==> config.mk <==
export PLATFORM = sky130hd
export DESIGN_NAME = rv_fetch_instr_queue
export DESIGN_NICKNAME = d
export VERILOG_FILES = /design/src/rtl/rv_fetch_instr_queue.sv
export SDC_FILE = /design/constraint.sdc
export NUM_CORES = 1
export LEC_CHECK = 0
export BUFFER_PORTS_ARGS = -buffer_cell sky130_fd_sc_hd__buf_2
export CELL_PAD_IN_SITES_DETAIL_PLACEMENT = 0
export CELL_PAD_IN_SITES_GLOBAL_PLACEMENT = 2
export CORE_MARGIN = 1.5
export CORE_UTILIZATION = 35
export DETAILED_ROUTE_END_ITERATION = 10
export PLACE_DENSITY_LB_ADDON = 0.1
export SLEW_MARGIN = 20
export SYNTH_ARGS = -nofsm -noshare
export SYNTH_HDL_FRONTEND = slang
export SYNTH_SLANG_ARGS = --single-unit
==> constraint.sdc <==
create_clock -name i_clk -period 6.22 [get_ports i_clk]
set_clock_uncertainty 0.2 [all_clocks]
set_input_delay 1.244 -clock i_clk [delete_from_list [all_inputs] [get_ports i_clk]]
set_output_delay 1.244 -clock i_clk [all_outputs]
set_load 0.01 [all_outputs]
==> src/rtl/rv_fetch_instr_queue.sv <==
// rv_fetch_instr_queue: instruction prefetch queue sitting between the
// instruction-bus fetch logic and decode. Fetched halfwords (WIDTH=16, RVC
// enabled) or words (WIDTH=32, RV32 only) are held in a circular buffer; the
// head instruction is presented with its PC and next-sequential PC, and one
// 16- or 32-bit instruction is consumed per accepted pop.
//
// Optional feature macro: RV_FETCH_QUEUE_CHECK_EN
//   defined   -> simulation-only protocol checks at each clock edge
//   undefined -> no checking logic, identical functional behaviour

`ifdef RV_FETCH_QUEUE_CHECK_EN
// Protocol checker: flags caller misuse and internal occupancy overflow.
module rv_fetch_instr_queue_chk #(
  parameter int DEPTH_BITS = 2
) (
  input logic                  i_clk,
  input logic                  i_reset,
  input logic                  i_push_single,
  input logic                  i_push_double,
  input logic                  i_full,
  input logic [DEPTH_BITS:0]   i_count
);

  localparam int CW = DEPTH_BITS + 1;
  localparam int DEPTH = 1 << DEPTH_BITS;

  // Check push/occupancy rules on every edge outside reset.
  always_ff @(posedge i_clk) begin
    if (!i_reset) begin
      assert (!((i_push_single | i_push_double) && i_full))
        else $error("rv_fetch_instr_queue: push while full");
      assert (!(i_push_single && i_push_double))
        else $error("rv_fetch_instr_queue: single and double push together");
      assert (i_count <= CW'(DEPTH))
        else $error("rv_fetch_instr_queue: count exceeds depth");
    end
  end

endmodule
`endif

module rv_fetch_instr_queue #(
  parameter int IADDR_SPACE_BITS = 16,
  parameter int WIDTH            = 16,
  parameter int DEPTH_BITS       = 2
) (
  input  logic                          i_clk,
  input  logic                          i_reset,
  input  logic [IADDR_SPACE_BITS-1:1]   i_pc,
  input  logic [WIDTH-1:0]              i_data_lo,
  input  logic [WIDTH-1:0]              i_data_hi,
  input  logic                          i_push_single,
  input  logic                          i_push_double,
  input  logic                          i_pop,
  output logic [WIDTH-1:0]              o_data_lo,
  output logic [WIDTH-1:0]              o_data_hi,
  output logic [IADDR_SPACE_BITS-1:1]   o_pc,
  output logic [IADDR_SPACE_BITS-1:1]   o_pc_next,
  output logic                          o_empty,
  output logic                          o_full
);

  localparam int DEPTH = 1 << DEPTH_BITS;
  localparam int CW    = DEPTH_BITS + 1;
  localparam int PCW   = IADDR_SPACE_BITS - 1;
  // Halfword entries mean compressed instructions are possible.
  localparam bit RVC   = (WIDTH == 16);

  // Ripple-carry adder for the halfword PC; carry-in 0, carry-out dropped,
  // so the result wraps modulo 2**PCW.
  function automatic logic [PCW-1:0] ripple_add(input logic [PCW-1:0] a,
                                                input logic [PCW-1:0] b);
    logic [PCW-1:0] sum;
    logic           carry;
    sum   = '0;
    carry = 1'b0;
    for (int i = 0; i < PCW; i++) begin
      sum[i] = a[i] ^ b[i] ^ carry;
      carry  = (a[i] & b[i]) | (carry & (a[i] ^ b[i]));
    end
    return sum;
  endfunction

  logic [WIDTH-1:0]      mem_q [DEPTH];
  logic [WIDTH-1:0]      mem_d [DEPTH];
  logic [DEPTH_BITS-1:0] rd_ptr_q, rd_ptr_d;
  logic [DEPTH_BITS-1:0] wr_ptr_q, wr_ptr_d;
  logic [DEPTH_BITS-1:0] rd_ptr_p1_s, wr_ptr_p1_s;
  logic [CW-1:0]         count_q, count_d;
  logic [PCW-1:0]        pc_q, pc_d;

  logic [CW-1:0]         free_s;
  logic [CW-1:0]         push_req_s;
  logic [CW-1:0]         push_acc_s;
  logic [CW-1:0]         pop_len_s;
  logic [PCW-1:0]        pc_inc_s;
  logic [PCW-1:0]        pc_next_s;
  logic                  head_long_s;
  logic                  empty_s;
  logic                  full_s;
  logic                  pop_acc_s;
  logic [WIDTH-1:0]      ent0_s, ent1_s;

  assign rd_ptr_p1_s = rd_ptr_q + DEPTH_BITS'(1);
  assign wr_ptr_p1_s = wr_ptr_q + DEPTH_BITS'(1);

  assign o_data_lo = mem_q[rd_ptr_q];
  assign o_data_hi = mem_q[rd_ptr_p1_s];
  assign o_pc      = pc_q;
  assign o_pc_next = pc_next_s;
  assign o_empty   = empty_s;
  assign o_full    = full_s;

  // Head decode: instruction length, occupancy flags and next PC.
  always_comb begin
    head_long_s = RVC && (mem_q[rd_ptr_q][1:0] == 2'b11);
    free_s      = CW'(DEPTH) - count_q;
    // A lone upper-less half of a 32-bit instruction is not yet usable.
    empty_s     = (count_q == CW'(0)) ||
                  (RVC && (count_q == CW'(1)) && head_long_s);
    if (RVC) begin
      full_s = (free_s < CW'(2));
    end else begin
      full_s = (free_s < CW'(1));
    end
    if (head_long_s || !RVC) begin
      pop_len_s = RVC ? CW'(2) : CW'(1);
      pc_inc_s  = PCW'(2);
    end else begin
      pop_len_s = CW'(1);
      pc_inc_s  = PCW'(1);
    end
    pc_next_s = ripple_add(pc_q, pc_inc_s);
    pop_acc_s = i_pop & ~empty_s;
  end

  // Push decode: which entries to write and how many fit.
  always_comb begin
    ent0_s     = '0;
    ent1_s     = '0;
    push_req_s = CW'(0);
    if (RVC) begin
      if (i_push_double) begin
        ent0_s     = i_data_lo;
        ent1_s     = i_data_hi;
        push_req_s = CW'(2);
      end else if (i_push_single) begin
        ent0_s     = i_data_hi;
        push_req_s = CW'(1);
      end else begin
        push_req_s = CW'(0);
      end
    end else begin
      if (i_push_single | i_push_double) begin
        ent0_s     = i_data_lo;
        push_req_s = CW'(1);
      end else begin
        push_req_s = CW'(0);
      end
    end
    // Entries beyond the free space are dropped so count never exceeds DEPTH.
    if (push_req_s > free_s) begin
      push_acc_s = free_s;
    end else begin
      push_acc_s = push_req_s;
    end
  end

  // Next-state: storage writes, pointer advance, count and PC update.
  always_comb begin
    mem_d    = mem_q;
    wr_ptr_d = wr_ptr_q + push_acc_s[DEPTH_BITS-1:0];
    rd_ptr_d = rd_ptr_q;
    pc_d     = pc_q;
    count_d  = count_q;
    case (push_acc_s)
      CW'(1): begin
        mem_d[wr_ptr_q] = ent0_s;
      end
      CW'(2): begin
        mem_d[wr_ptr_q]    = ent0_s;
        mem_d[wr_ptr_p1_s] = ent1_s;
      end
      default: begin
      end
    endcase
    // Pop acceptance is based on pre-push contents (no bypass).
    if (pop_acc_s) begin
      rd_ptr_d = rd_ptr_q + pop_len_s[DEPTH_BITS-1:0];
      pc_d     = pc_next_s;
      count_d  = count_q + push_acc_s - pop_len_s;
    end else begin
      count_d  = count_q + push_acc_s;
    end
  end

  // State registers; reset doubles as a flush that reloads the PC.
  always_ff @(posedge i_clk) begin
    if (i_reset) begin
      for (int i = 0; i < DEPTH; i++) begin
        mem_q[i] <= '0;
      end
      rd_ptr_q <= '0;
      wr_ptr_q <= '0;
      count_q  <= '0;
      pc_q     <= i_pc;
    end else begin
      mem_q    <= mem_d;
      rd_ptr_q <= rd_ptr_d;
      wr_ptr_q <= wr_ptr_d;
      count_q  <= count_d;
      pc_q     <= pc_d;
    end
  end

`ifdef RV_FETCH_QUEUE_CHECK_EN
  rv_fetch_instr_queue_chk #(
    .DEPTH_BITS(DEPTH_BITS)
  ) u_chk (
    .i_clk         (i_clk),
    .i_reset       (i_reset),
    .i_push_single (i_push_single),
    .i_push_double (i_push_double),
    .i_full        (full_s),
    .i_count       (count_q)
  );
`else
`endif

endmodule

---- Word-level counts from Yosys, hierarchy flattened ----
Cells that the tools add are included.
cells by class
  add/subtract/negate cells ............... 7
  order comparisons ....................... 8
  equality and inequality tests ........... 4
  multiplexer cells ....................... 24
  bitwise logic cells ..................... 75
  reduce and logical (&&, ||, !) cells .... 7
operators with widths
  operator                                             count
  two-way mux 16 bit                                   9
  bitwise mux 64 bit                                   2
  one-hot mux 64 bit (2 select lines)                  1
  binary-select mux 16 bit (select 2 bit)              2
  demux 16 bit (select 2 bit)                          2
  two-way mux 15 bit                                   2
  AND 1 bit                                            16
  XOR 1 bit                                            16
  OR 1 bit                                             13
  XOR 1 bit (second input constant)                    13
  AND 1 bit (second input constant)                    12
  >= comparator 3 bit (second input constant)          4
  inverter 2 -> 3 bit                                  4
  two-way mux 3 bit                                    3
  == test 3 x 1 -> 1 bit (second input constant)       2
  < comparator 3 x 1 -> 1 bit (second input constant)  2
  adder 2 x 1 -> 2 bit (second input constant)         2
  adder 2 bit                                          2
  two-way mux 2 bit                                    2
  nonzero test 2 bit                                   2
  adder 3 bit                                          1
  == test 3 x 2 -> 1 bit (second input constant)       1
  > comparator 3 bit                                   1
  logical AND 1 bit                                    3
  other kinds (8)                                      8
storage, ports and cells
  bits in registers ....................... 86
  input bits .............................. 52
  output and inout bits ................... 64
  logic and storage cells ................. 133

---- Logic depth before layout (Yosys ltp) ----
  depth after elaboration ................. 36
  depth in mapped cells ................... 21
  depth with buffers taken out ............ 20

---- Worst setup path after synthesis ----
Ideal clock, no wire load.
  kind .................................... reg2out
  start ................................... register rd_ptr_q[0]
  end ..................................... output o_pc_next[15] in the netlist's numbering
  data arrival time ....................... 3799 ps
  data required time ...................... 4776 ps
  slack ................................... 977 ps
  stages on the path, launching flop included .. 19
  buffers on the path ..................... 1
  path through ............................ dfxtp_1 -> buf_6 -> mux4_2 -> nand2_1 -> fa_1 -> inv_1 -> ha_1 -> ha_1 -> ha_1 -> ha_1 -> ha_1 -> ha_1 -> ha_1 -> ha_1 -> ha_1 -> ha_1 -> ha_1 -> ha_1 -> xor2_1
between the ends
  word-level cells in the longest chain between the ends .. 34
  elaborated cells on any way between the ends .. 36
  those cells by class .................... eq/ne: 1; mux: 4; bitwise: 31
ends and longest elaborated chain
  element                                                  line  source
  start, declared                                          86    logic [DEPTH_BITS-1:0] rd_ptr_q, rd_ptr_d;
  start signal, assigned                                   209   rd_ptr_q <= rd_ptr_d;
  inverter 2 -> 3 bit *                                    -
  binary-select mux 16 bit (select 2 bit) *                -
  two-way mux 16 bit (implied by the code) * (2 in a row)  116   head_long_s = RVC && (mem_q[rd_ptr_q][1:0] == 2'b11);
  named net o_data_lo[1]                                   55    output logic [WIDTH-1:0] o_data_lo,
  == test 2 bit *                                          116
  two-way mux 2 bit *                                      126   if (head_long_s || !RVC) begin
  AND 1 bit / XOR 1 bit (equally long branches)            79    carry = (a[i] & b[i]) | (carry & (a[i] ^ b[i]));
  AND 1 bit                                                79
  [... 18 more ...]                                        -
  OR 1 bit *                                               79
  AND 1 bit *                                              79
  OR 1 bit *                                               79
  AND 1 bit *                                              79
  OR 1 bit *                                               79
  AND 1 bit *                                              79
  OR 1 bit *                                               79
  XOR 1 bit *                                              78    sum[i] = a[i] ^ b[i] ^ carry;
  end, declared                                            58    output logic [IADDR_SPACE_BITS-1:1] o_pc_next,
Mark *: on every way through the listed nets, which the timed path passes. The rest lies on a longest branch. The select of a mux whose other input is x is not followed.

---- Worst setup path in the final report ----
  start ................................... register rd_ptr_q[0]
  end ..................................... output o_pc_next[15] in the netlist's numbering
between the ends
  word-level cells in the longest chain between the ends .. 34
  elaborated cells on any way between the ends .. 36
  those cells by class .................... eq/ne: 1; mux: 4; bitwise: 31
ends and longest elaborated chain
  element                                                  line
  inverter 2 -> 3 bit (implied by the code) *              116
  binary-select mux 16 bit (select 2 bit) *                116
  two-way mux 16 bit (implied by the code) * (2 in a row)  116
  == test 2 bit *                                          116
  two-way mux 2 bit *                                      126
  AND 1 bit / XOR 1 bit (equally long branches)            79
  AND 1 bit                                                79
  OR 1 bit *                                               79
  [... 17 more ...]                                        -
  OR 1 bit *                                               79
  AND 1 bit *                                              79
  OR 1 bit *                                               79
  AND 1 bit *                                              79
  OR 1 bit *                                               79
  AND 1 bit *                                              79
  OR 1 bit *                                               79
  XOR 1 bit *                                              78
Mark *: on every way between the ends. The rest lies on a longest branch, timed or not. The select of a mux whose other input is x is not followed.

==> reports/qor.yml <==
dp_hpwl_mm: 11.63
die_h_um: 125.4
final_common_cell: "buf_2"
clk_path_buf_depth: 2
yosysTopAreaCell: "dfxtp_1"
yosys.area.top_type_share: 0.2709
avgSynthCellArea_um2: 10.49
fin_nets: 676
final_cell_mix: "buf_2, dfxtp_1, o22ai_1, a211oi_1, mux4_2"
setup_viol_count_final: 0
switchingPower_w: 0.001659
first_pass_iters: 4
hold_path_depth: 1
synth_edf_count: 15
tns_ns: 0
drcViolationCount: 0
post-cts-setup-buffer-count: 0
ys_seq_area_frac: 0.3568
synth_area_leaders: "dfxtp_1, mux4_2, edfxtp_1"
numCtsBuffers: 9
synthFlopType: "dfxtp_1"
endpoint_kind: "output port"
portBuffers: 115
status: "completed"
cts_hold_buf: 0
layout.cells.non_filler: 788
holdCritPathClass: "reg -> reg"
via_count: 4715
ys_async_sr_fraction: 0
yosysWarnings: 0
drt_first_iter_violations: 332
worstMarginPinSlew_ns: 1.166
ir_drop_uv: 329.3
finalCritPeriodShare: 0.9367
crit_path_start_kind: "flip-flop"
cts_resized: 0
routed_via_density: 5.984
rows: 44
drv_cap: 0
wire_per_inst_um: 22.52
crit_slowest_cell: "mux4_2"
slew_viol_final: 0
initial_utilization: 0.3596
hold_violations: 0
cp.required_ns: 4.78
cp_data_arrival_time_ns: 4.38
postRouteAntennaNets: 0
crit_type: "reg -> out"
core-area_um2: 14590
fmax_mhz: 171.6
leakage_nw: 2.520
grt_pass1_wl_mm: 27.50
dpl.cell_count: 772
routabilityCongestion: 0.7922
ys_types: 56
postLayoutCellArea_um2: 6310
htreeDepth: 3
layout-drive-gt1-share: 0.3460
clk-insertion-delay-late_ns: 0.34
rsz0062_at_grt: "no"
pwr-share-comb: 0.579
period_needed_ns: 5.826
io_pins: 116
grt_usage: 0.2271
numClockSinks: 86
gr-total-overflow: 0
crit_path_frequent_cell: "ha_1"
antenna_found_initial: 0
yosys_register_bits: 86
clock_power_share: 0.170
grt_pass1_vias: 4706
cts_tree: "built"
synth_fp_nets: 577
dieWidth_um: 125.4
pwr_density_cell_nw_per_um2: 579.5
cpPeakStageDelay_ns: 0.57
synth_cells: 500
diodes: 0
die_area_um2: 15730
path_clk_slew_ns: 0.06
syn2layout_area_growth_pct: 20.27
syn-cell-area_um2: 5246
seqPwrFrac: 0.251
relSlewSlack: 0.2196
cts_root_buf: "clkbuf_16"
grt_max_degree: 60
crit_chain: "mux4_2 -> nand2_2 -> fa_1 -> inv_1 -> ha_1 -> ha_1 -> ha_1 -> ha_1 -> ha_1 -> ha_1 -> ha_1 -> ha_1 -> ha_1 -> ha_1 -> ha_1 -> ha_1 -> xor2_1 -> buf_2"
drt_wl_total_mm: 17.75
place_area_um2: 5962
switching_share: 0.4538
path_max_fanout: 10
reg2reg_depth: 18
internal_power_w: 0.001997
-- routing by layer --
metal	vias up	share of wire	track usage
li1	2177	-	-
met4	0	0.018	0.08489
met3	28	0.064	0.05135
met1	2328	0.45	0.3105
met5	-	0	0
met2	182	0.47	0.3513
-- critical path, delay by kind of cell (launching register included) --
family	cells	cell delay, ns
xor+xnor	1	0.18
mux	1	0.57
simple gates	1	0.20
fa+ha+maj	13	2.42
flops	1	0.44
buf+inv	2	0.21
-- Yosys cell counts (all sizes together) (17+ instances only) --
cell type	instances
dfxtp	71
a211oi	35
o22ai	34
mux4	32
nor2	30
nand2	24
a21oi	22
buf	22
ha	22
o21ai	22
a22o	20
clkbuf	17
-- power groups by stage --
stage | logic, W | clock network (W) | registers [W]
floorplan | 0.00147 | 0 | 0.000889
detailed placement | 0.00211 | 0 | 0.000927
global placement | 0.00210 | 0 | 0.000917
CTS | 0.00212 | 0.000634 | 0.000916
global route | 0.00230 | 0.000657 | 0.000945
finish | 0.00212 | 0.000622 | 0.000918
-- stage by stage --
stage          worst slack (ns)  hold WS [ns]  total power (W)    util
2_1_floorplan            0.9766        0.2434         0.002360       -
3_3_place_gp             0.6636        0.2603         0.003022  0.4087
3_5_place_dp             0.5280        0.2836         0.003039  0.4087
4_1_cts                  0.1200        0.2916         0.003670  0.4322
5_1_grt                 0.08166        0.3077         0.003904  0.4325
6_report                 0.3940        0.2947         0.003657  0.4325
-- registers in the layout, summed over array words and instances, names as in the netlist --
register and flops:
count_q 3, mem_q 64, o_pc 15, rd_ptr_q 2
wr_ptr_q 2
-- kinds of logic after synthesis --
| kind of cell | Yosys count | share of synthesized area |
|---|---|---|
| AO/OA/AOI/OAI | 183 | 0.2540 |
| XOR/XNOR | 6 | 0.01002 |
| adder cells (fa/ha/maj) | 25 | 0.06392 |
| buffers and inverters | 53 | 0.04460 |
| flip-flops | 86 | 0.3568 |
| multiplexers | 53 | 0.1841 |
| AND/OR/NAND/NOR | 94 | 0.08657 |
-- final cells by class --
type	instances	area (um^2)
clock inverter	5	78.83
timing repair buffer	127	665.6
tap	184	230.2
multi-input combinational	361	3143
fill	1394	8279
sequential	86	1876
inverter	14	52.55
clock buffer	11	264.0
-- path summary, 6_finish.rpt --
kind	startpoint	endpoint	slack, ns
worst min-delay path	mem_q[18]	mem_q[18]	0.29
worst max register to register	rd_ptr_q[0]	o_pc[15]	1.64
worst max-delay path	rd_ptr_q[0]	o_pc_next[15]	0.39
worst min register to register	mem_q[18]	mem_q[18]	0.29
Note: power is estimated with default switching activity, not from simulation.
